--- config.mk ---
export PLATFORM = sky130hd
export DESIGN_NAME = uart_tx_buffer
export DESIGN_NICKNAME = d
export VERILOG_FILES = /design/src/rtl/uart_tx_buffer.sv
export SDC_FILE = /design/constraint.sdc
export NUM_CORES = 1
export LEC_CHECK = 0
export BUFFER_PORTS_ARGS = -buffer_cell sky130_fd_sc_hd__buf_2
export CAP_MARGIN = 15
export CORE_MARGIN = 2
export CORE_UTILIZATION = 25
export DETAILED_ROUTE_END_ITERATION = 10
export PLACE_DENSITY = 0.45
export SLEW_MARGIN = 20
export SYNTH_ARGS = -nofsm -noshare
export SYNTH_HDL_FRONTEND = slang
export SYNTH_SLANG_ARGS = --single-unit
--- constraint.sdc ---
create_clock -name i_clk -period 2.9 [get_ports i_clk]
set_input_delay 0.58 -clock i_clk [delete_from_list [all_inputs] [get_ports i_clk]]
set_output_delay 0.58 -clock i_clk [all_outputs]
set_load 0.01 [all_outputs]
--- src/rtl/uart_tx_buffer.sv ---
// rtl/uart_tx_buffer.sv - FIFO-buffered start/done front-end for the UART transmitter
// Optional feature macro: UART_TX_BUF_CRLF_EN (insert CR before each LF on the output side)
module uart_tx_buffer #(
  parameter int DATA_BITS  = 8,
  parameter int DEPTH_LOG2 = 4
) (
  input  logic                  i_clk,
  input  logic                  i_rst,
  input  logic                  i_wr_en,
  input  logic [DATA_BITS-1:0]  i_wr_data,
  output logic                  o_full,
  output logic                  o_empty,
  output logic [DEPTH_LOG2:0]   o_count,
  output logic                  o_overflow,
  output logic                  o_tx_start,
  output logic [DATA_BITS-1:0]  o_tx_data,
  input  logic                  i_tx_done,
  output logic                  o_busy
);

  localparam int DEPTH = 1 << DEPTH_LOG2;
  localparam logic [DEPTH_LOG2:0]   CNT_FULL = (DEPTH_LOG2+1)'(DEPTH);
  localparam logic [DEPTH_LOG2:0]   CNT_ONE  = (DEPTH_LOG2+1)'(1);
  localparam logic [DEPTH_LOG2-1:0] PTR_ONE  = DEPTH_LOG2'(1);

  typedef enum logic [1:0] {
    S_IDLE  = 2'd0,
    S_START = 2'd1,
    S_WAIT  = 2'd2
  } state_t;

  logic [DATA_BITS-1:0]  mem_q [DEPTH];
  logic [DEPTH_LOG2-1:0] wr_ptr_q;
  logic [DEPTH_LOG2-1:0] rd_ptr_q;
  logic [DEPTH_LOG2:0]   count_q;
  logic [DEPTH_LOG2:0]   count_d;
  logic                  full_q;
  logic                  empty_q;
  logic                  overflow_q;
  state_t                state_q;
  logic                  tx_start_q;
  logic [DATA_BITS-1:0]  tx_data_q;
  logic                  busy_q;
  logic                  push;
  logic                  pop;
  logic [DATA_BITS-1:0]  head;

  assign head = mem_q[rd_ptr_q];
  assign push = i_wr_en && !full_q;

`ifdef UART_TX_BUF_CRLF_EN
  localparam logic [DATA_BITS-1:0] CHAR_LF = DATA_BITS'('h0A);
  localparam logic [DATA_BITS-1:0] CHAR_CR = DATA_BITS'('h0D);
  logic cr_sent_q;
  logic insert_cr;

  // A head LF without a preceding CR yet gets a CR first and stays in the FIFO
  assign insert_cr = (head == CHAR_LF) && !cr_sent_q;
  assign pop       = (state_q == S_IDLE) && !empty_q && !insert_cr;
`else
  assign pop       = (state_q == S_IDLE) && !empty_q;
`endif

  // Occupancy after this edge; a simultaneous push and pop cancel out
  always_comb begin
    count_d = count_q;
    if (push && !pop) begin
      count_d = count_q + CNT_ONE;
    end else if (pop && !push) begin
      count_d = count_q - CNT_ONE;
    end
  end

  // Storage array needs no reset: entries are only read once written
  always_ff @(posedge i_clk) begin
    if (push) begin
      mem_q[wr_ptr_q] <= i_wr_data;
    end
  end

  // Pointers, occupancy flags and the sticky overflow flag
  always_ff @(posedge i_clk or posedge i_rst) begin
    if (i_rst) begin
      wr_ptr_q   <= '0;
      rd_ptr_q   <= '0;
      count_q    <= '0;
      full_q     <= 1'b0;
      empty_q    <= 1'b1;
      overflow_q <= 1'b0;
    end else begin
      if (push) begin
        wr_ptr_q <= wr_ptr_q + PTR_ONE;
      end
      if (pop) begin
        rd_ptr_q <= rd_ptr_q + PTR_ONE;
      end
      if (i_wr_en && full_q) begin
        overflow_q <= 1'b1;
      end
      count_q <= count_d;
      full_q  <= (count_d == CNT_FULL);
      empty_q <= (count_d == '0);
    end
  end

  // Transmit sequencer: load head byte, pulse start for one cycle, wait for done
  always_ff @(posedge i_clk or posedge i_rst) begin
    if (i_rst) begin
      state_q    <= S_IDLE;
      tx_start_q <= 1'b0;
      tx_data_q  <= '0;
      busy_q     <= 1'b0;
`ifdef UART_TX_BUF_CRLF_EN
      cr_sent_q  <= 1'b0;
`endif
    end else begin
      tx_start_q <= 1'b0;
      case (state_q)
        S_IDLE: begin
          if (!empty_q) begin
`ifdef UART_TX_BUF_CRLF_EN
            if (insert_cr) begin
              tx_data_q <= CHAR_CR;
              cr_sent_q <= 1'b1;
            end else begin
              tx_data_q <= head;
              cr_sent_q <= 1'b0;
            end
`else
            tx_data_q  <= head;
`endif
            tx_start_q <= 1'b1;
            busy_q     <= 1'b1;
            state_q    <= S_START;
          end
        end
        S_START: begin
          state_q <= S_WAIT;
        end
        S_WAIT: begin
          if (i_tx_done) begin
            busy_q  <= 1'b0;
            state_q <= S_IDLE;
          end
        end
        default: begin
          busy_q  <= 1'b0;
          state_q <= S_IDLE;
        end
      endcase
    end
  end

  assign o_full     = full_q;
  assign o_empty    = empty_q;
  assign o_count    = count_q;
  assign o_overflow = overflow_q;
  assign o_tx_start = tx_start_q;
  assign o_tx_data  = tx_data_q;
  assign o_busy     = busy_q;

endmodule

* Word level (Yosys, flattened, before mapping)
Memory sizes are Yosys's and may differ from the RTL's. A register that Yosys moved wholly into a read port is not among the register bits.
Cells that the tools add are included.
** Storage, ports and cells
- Flip-flop bits (word level) :: 20
- Input port bits :: 12
- Output and inout port bits :: 18
- Memories :: 1
- Logic and storage cells :: 47
- RAM bits :: 128
** Memories
- mem_q :: words 16, bits a word 8, rd ports 1, clocked after memory_dff 1, write ports 1, line 32 : logic [DATA_BITS-1:0] mem_q [DEPTH];
** Operators by class
- Eq/ne operators :: 5
- Multiplexer cells :: 12
- Reductions and logical operators :: 14
- Add/subtract/negate cells :: 4
- Bitwise operators :: 2
** Operators with widths (number)
- $mux 5 :: 2
- $add 4x1->4 const B :: 2
- $mux 1 :: 6
- $pmux 2 s3 :: 1
- $add 5x1->5 const B :: 1
- $eq 5x5->1 const B :: 1
- $logic_and 1x1->1 :: 5
- $logic_not 5->1 :: 1
- $sub 5x1->5 const B :: 1
- $logic_not 1->1 :: 4
- $mux 2 :: 2
- $ne 2x2->1 const B :: 2
- $reduce_and 2->1 :: 2
- $pmux 1 s3 :: 1
- $reduce_and 3->1 :: 1
- $eq 2x1->1 const B :: 1
- $eq 2x2->1 const B :: 1
- $logic_not 2->1 :: 1
- $not 1->1 :: 2

* Logic depth before layout (Yosys ltp)
Gate-level depths: netlist of run 1.
- Depth in word-level cells :: 7
- Mapped depth :: 7
- Gate-level depth less buffers :: 6

* Worst setup path before layout of run 1
OpenSTA, ideal clock, no wires.
- Path type :: in2reg
- From :: input port i_wr_en
- To :: memory mem_q[3][0], enable pin
- Required time :: 2.517 ns
- Buffers on the path :: 1
- Stages :: 4
- Library setup time :: 0.383 ns
- Arrival time :: 1.709 ns
- Setup slack :: 0.807 ns
- Cell sequence :: nor2b_1 -> buf_2 -> nand2_1 -> nor3_1
** On the way
- Cells in the longest elaborated chain, start to end :: 3
** Ends and longest elaborated chain
- start: declaration :: line 9 : input logic i_wr_en,
- $logic_and 1x1->1 :: line 49 : assign push = i_wr_en && !full_q;
- $mux 1 :: line 76 : if (push) begin
- $mux 1 (not written as such) :: line 77 : mem_q[wr_ptr_q] <= i_wr_data;
- end: declaration :: line 32
No other way between the ends.

* Worst setup path in the final report of run 1
- From :: register empty_q (netlist: o_empty)
- To :: register empty_q (netlist: o_empty)
** On the way
- Cells in the longest elaborated chain, start to end :: 6
- Elaborated cells on any way between the ends :: 8
- Those cells by class :: mux (2); reduce/logical (6)
** Ends and longest elaborated chain
- start: declaration :: line 38 : logic empty_q;
- start signal: assignment :: line 102 : empty_q <= (count_d == '0);
- $logic_not 1->1 (*)
- $logic_and 1x1->1 (*) :: line 61 : assign pop = (state_q == S_IDLE) && !empty_q;
- $logic_and 1x1->1 or $logic_not 1->1 (tied branches) :: line 69, 67
- $mux 5 or $logic_and 1x1->1 (tied branches) :: line 69, 67
- $mux 5 (*) :: line 67 : if (push && !pop) begin
- named net count_d[3] :: line 36 : logic [DEPTH_LOG2:0] count_d;
- $logic_not 5->1 (*) :: line 102
Mark *: on every way through the listed nets, which the timed path passes. The rest lies on a longest branch.
A chain may end at the register's enable or synchronous reset.

==> run_results.csv, run 1 <==
group,metric,value,unit
die,fp.dieH,163.1,um
power_and_ir_drop,p_leak,2.704,nW
sta,fmax,439.8,MHz
synthesis,synthArstFlopShare,0.1795,
final_layout,nets,429,
job,maxCapViolCount,0,
global_routing,grtUsageTotal,0.1177,
synthesis,synth_flop_cell,"edfxtp_1",
power_and_ir_drop,clockPowerShare,0.312,
final_layout,fin_util,0.3086,
cts,clk_path_buf_depth,2,
global_routing,grt_max_degree,27,
critical_path,crit_path_end_kind,"flip-flop",
sta,min_period,2274,ps
global_routing,grt_overflow,0,
cts,cts_tree,"built",
power_and_ir_drop,power.density,1041,mW/mm^2
synthesis,synth-edff-count,128,
critical_path,crit_buf_inv,1,
sta,maxSlewHeadroom,0.3607,
die,io_pins,30,
sta,worstMarginPinSlew,953.0,ps
placed_design,gp_congestion,0.7479,
final_layout,diodes,0,
synthesis,yosysMostFrequentCell,"edfxtp_1",
synthesis,synth_area_per_cell,18.34,sq um
cts,hold_buffers,0,
drt,drtAntennaViolNets,0,
die,die_x,163.1,um
synthesis,ys_seq_area_frac,0.7184,
critical_path,start_kind,"flip-flop",
drt,dr.pass1.iters,4,
die,initial_core_util,0.2527,
critical_path,cp_slowest_cell,"or3_1",
power_and_ir_drop,total_power,8.041,mW
power_and_ir_drop,irDropWorstVdd,0.4771,mV
cts,insertion_delay,420,ps
drt,wl_per_cell,19.21,um
sta,period_share,0.7840,
cts,clkTransAtPathRegs,60,ps
power_and_ir_drop,p_int,5.516,mW
critical_path,required,3210,ps
placed_design,dpl.hpwl,9.693,mm
power_and_ir_drop,pwr-share-seq,0.413,
sta,setup_tns,0,ps
final_layout,instances_no_fill,753,
cts,cts_resized,0,
drt,vias,3331,
synthesis,synth_seq_cells,156,
cts,cts.sinks,156,
power_and_ir_drop,switchingPower,2.525,mW
synthesis,synthDistinctLibCells,49,
placed_design,dp.cells,721,
critical_path,crit_path_cell_trace,"or3_1, clkinv_8, nor3_1, a211oi_2, nor4_2",
global_routing,grt_pass1_vias,3592,
synthesis,yosysTopAreaCell,"edfxtp_1",
cts,clockRootBuffer,"clkbuf_16",
global_routing,grt_pass1_wl,22.61,mm
die,fp.coreArea,0.02504,sq mm
synthesis,synth_nets,364,
final_layout,area_growth,22.11,%
hold_path,hold_class,"input pin to asynchronous set/reset pin",
final_layout,layout-drive-gt1-share,0.3262,
synthesis,syn_inst,345,
power_and_ir_drop,swShare,0.3141,
critical_path,cpPeakStageDelay,680,ps
power_and_ir_drop,pwr-share-comb,0.275,
synthesis,synth_area,0.006327,sq mm
critical_path,crit_fanout,15,
synthesis,synthTopCellsByCount,"edfxtp_1 (128), mux4_2 (29), dfrtp_1 (27), nand2_1 (22), mux2i_1 (18)",
sta,hold_violations,0,
placed_design,io_buffers,29,
drt,via_per_inst,4.424,
critical_path,critPathArrivalTime,2590,ps
sta,skew,7.954,ps
cts,cts_setup_buffers,0,
synthesis,synth_top_area_share,0.6075,
synthesis,ys_warn_count,0,
cts,htreeDepth,4,
sta,finalSetupViolations,0,
drt,wirelength,14.46,mm
die,die_area,0.02660,sq mm
global_routing,antenna_found_initial,0,
outcome,outcome,"completed",
sta,rsz0062_at_grt,"no",
cts,cts_buffers,17,
drt,drtIter0Drc,306,
critical_path,path_class,"flip-flop to flip-flop",
drt,drc,0,
die,rows,58,
synthesis,synth_area_leaders,"edfxtp_1 (61%), dfrtp_1 (11%), mux4_2 (10%)",
critical_path,cp_top_family,"simple AND/OR/NAND/NOR gates",
sta,maxSlewViolCount,0,
## sequential cells by signal, summed over array words and instances, names as in the netlist
register,count
rd_ptr_q,4
o_tx_data,8
o_full,1
state_q,2
o_tx_start,1
o_busy,1
wr_ptr_q,4
o_empty,1
mem_q,128
o_count,5
o_overflow,1
## per-layer routing
| layer | track usage | routed length, um |
|---|---|---|
| met5 | 0 | 0 |
| met4 | 0.03701 | 204 |
| met3 | 0.02869 | 780 |
| met2 | 0.1878 | 6882 |
| met1 | 0.1585 | 6597 |
## placed cells by master (no fill, tap or decap), types with 2 or more instances in the layout
master,synthesis,layout
edfxtp_1,128,128
buf_4,0,33
mux4_2,29,29
buf_2,9,29
dfrtp_1,27,25
nand2_1,22,22
mux2i_1,18,18
clkbuf_16,0,17
nor2_1,16,16
xnor2_1,8,8
o221ai_1,7,7
inv_1,8,7
nor3_1,7,7
ha_1,7,7
bufinv_16,0,6
nand3_1,4,4
nand3b_1,4,4
nand4_1,4,4
clkinv_4,0,4
nor2b_1,3,3
nand2b_1,3,3
clkinvlp_4,0,3
mux2_2,2,2
a31oi_1,2,2
and4_1,2,2
a211oi_2,2,2
a21oi_1,2,2
clkinv_1,0,2
dfrtp_2,0,2
## cells by family after synthesis
logic type,synth area share
buffers and inverters,0.02333
muxes,0.1353
and+or+nand+nor,0.06387
AOI/OAI and AO/OA,0.03164
adders and majority gates,0.01384
DFF,0.7184
xor gates and xnor gates,0.01365
## area by class of cell
class / instances / area (sq um)
clock inverter: 15 / 246.5
timing repair buffer: 63 / 412.9
inverter: 9 / 46.29
clock buffer: 17 / 425.4
fill: 2447 / 17310
multi-input combinational: 163 / 1634
sequential: 156 / 4548
tap: 330 / 412.9
## power groups by stage
stage	sequential [mW]	combinational, mW	clock (mW)
final	3.32	2.21	2.51
after global placement	3.37	2.22	0
after global routing	3.40	2.44	2.68
after floorplan	3.09	1.74	0
after CTS	3.34	2.25	2.56
after detailed placement	3.38	2.24	0
## path summary, 6_finish.rpt
path | startpoint | endpoint | slack (ps) | cells past startpoint
max | o_empty | o_empty | 630 | 5
max in group asynchronous | i_rst | o_count[0] | 2090 | 3
min in group i_clk | i_tx_done | state_q[1] | 440 | 4
min reg2reg | o_overflow | o_overflow | 460 | 1
max reg2reg | o_empty | o_empty | 630 | 5
min | i_rst | o_tx_data[6] | 250 | 2
## stage by stage
stage               area (sq um)  setup WS (ps)  hold WS, ps
detailed placement          7054          575.7        454.0
CTS                         7726          567.4        411.9
global placement            7054          605.3        449.5
global route                7726          381.1        295.4
floorplan                   6327          807.3        481.5
finish                      7726          626.3        253.6
Note: power is estimated with default switching activity, not from simulation.
==> inputs of run 2 (changes only) <==
- clock period: 2.9 -> 2.15 ns (I/O delays scaled with it)
==> run 2 against run 1 <==
  * Hold slack better by 34 ps
  * Power up 32%
  * Combinational power up 52%
  * Maximum frequency up 21%
  * Clock power up 19%
  * Critical path type unchanged
  * Sequential share of layout area up 0.076 points
==> run_results.csv, run 2 (synthesis results as in run 1) <==
group,metric,value,unit
die,die_area,0.02660,sq mm
sta,hold_violations,0,
power_and_ir_drop,p_int,7.105,mW
global_routing,antenna_found_initial,0,
drt,dr.pass1.iters,4,
cts,cts_setup_buffers,0,
drt,wl_per_cell,18.64,um
placed_design,place_area,0.007119,sq mm
power_and_ir_drop,clockPowerShare,0.281,
sta,finalSetupViolations,0,
final_layout,finalInstanceArea,0.007716,sq mm
critical_path,required,2440,ps
global_routing,grt_pass1_wl,21.60,mm
sta,maxSlewViolCount,0,
final_layout,layout-drive-gt1-share,0.3349,
critical_path,path_class,"flip-flop to flip-flop",
cts,cts.sinks,156,
critical_path,critPathArrivalTime,2170,ps
critical_path,crit_path_end_kind,"flip-flop",
power_and_ir_drop,p_leak,2.718,nW
power_and_ir_drop,pwr-share-seq,0.400,
placed_design,dp_slack,224.1,ps
die,die_x,163.1,um
cts,cts_tree,"built",
power_and_ir_drop,switchingPower,3.470,mW
sta,final.setup.worst_slack,267.5,ps
power_and_ir_drop,power.density,1370,mW/mm^2
die,rows,58,
cts,clockRootBuffer,"clkbuf_16",
critical_path,start_kind,"flip-flop",
placed_design,dpl.hpwl,9.641,mm
final_layout,nets,437,
critical_path,crit_fanout,9,
sta,fmax,531.2,MHz
final_layout,largest_reg_flops,128,
cts,insertion_delay,420,ps
sta,worstMarginPinSlew,506.9,ps
cts,clk_path_buf_depth,2,
drt,wirelength,14.17,mm
power_and_ir_drop,pwr-share-comb,0.319,
global_routing,grt_overflow,0,
final_layout,diodes,0,
sta,rsz0062_at_grt,"no",
drt,drtIter0Drc,291,
sta,period_share,0.8756,
final_layout,nFillCells,2452,
final_layout,area_growth,21.95,%
sta,setup_tns,0,ps
power_and_ir_drop,swShare,0.3282,
final_layout,largest_register,"mem_q",
drt,drc,0,
die,initial_core_util,0.2527,
cts,clkTransAtPathRegs,60,ps
sta,skew,10.39,ps
drt,via_per_inst,4.362,
sta,holdWs,287.3,ps
sta,maxSlewHeadroom,0.6578,
global_routing,grtUsageTotal,0.1144,
global_routing,grt_max_degree,21,
cts,htreeDepth,4,
placed_design,io_buffers,29,
final_layout,seqCellArea,0.004548,sq mm
final_layout,multi_input_area,0.001634,sq mm
die,fp.coreArea,0.02504,sq mm
power_and_ir_drop,irDropWorstVdd,0.5005,mV
die,fp.dieH,163.1,um
job,maxCapViolCount,0,
cts,cts_buffers,17,
die,io_pins,30,
global_routing,grt_pass1_vias,3469,
final_layout,final_cell_mix,"edfxtp_1 (128), buf_4 (39), mux4_2 (29), buf_2 (29), dfrtp_1 (25)",
drt,vias,3315,
final_layout,final_common_cell,"edfxtp_1",
sta,min_period,1883,ps
hold_path,hold_class,"input pin to flip-flop",
drt,drtAntennaViolNets,0,
outcome,outcome,"completed",
power_and_ir_drop,total_power,10.57,mW
placed_design,gp_congestion,0.7542,
run 2: metrics by stage:
step | utilization | cells
final | 0.3082 | 760
after global routing | 0.3082 | 760
after CTS | 0.3082 | 760
after detailed placement | 0.2844 | 728
after global placement | 0.2844 | 728
after floorplan | - | 345
run 2: critical path, stage by stage (launching register included):
cell	delay [ps]
dfrtp_2	520
buf_4	260
mux2_2	380
o311ai_0	460
o211ai_2	140
run 2: metal layers:
metal	up-vias	GRT usage	share of wire
li1	1512	-	-
met1	1708	0.1530	0.46
met2	82	0.1791	0.47
met3	13	0.03454	0.057
met4	0	0.03540	0.0099
met5	-	0	0
run 2: final cells by class:
type / count / share of cell area
inverters: 9 / 0.006000
multi-input cells: 163 / 0.2118
well taps: 330 / 0.05351
clock inverters: 14 / 0.02092
repair buffers: 71 / 0.06324
flip-flops and latches: 156 / 0.5894
clock buffers: 17 / 0.05513
run 2: path summary, 6_finish.rpt:
kind | startpoint | end | slack [ps] | depth (start not counted)
max | rd_ptr_q[1] | o_tx_data[6] | 270 | 4
min | i_tx_done | state_q[1] | 290 | 4
max reg2reg | rd_ptr_q[1] | o_tx_data[6] | 270 | 4
min reg2reg | o_overflow | o_overflow | 460 | 1
max in group asynchronous | i_rst | o_empty | 1180 | 4
min in group asynchronous | i_rst | rd_ptr_q[2] | 450 | 3
run 2: power groups by stage:
stage / registers, mW / clock network, mW / logic [mW]
after floorplan: 4.16 / 0 / 2.35
after global placement: 4.28 / 0 / 3.42
after detailed placement: 4.29 / 0 / 3.43
after CTS: 4.24 / 3.07 / 3.45
after global routing: 4.30 / 3.20 / 3.69
final: 4.23 / 2.98 / 3.37
run 2: repair_timing:
action,CTS,global route
endpoints found under the hold margin,4,0
hold buffers,1,0
gates resized for setup,0,0
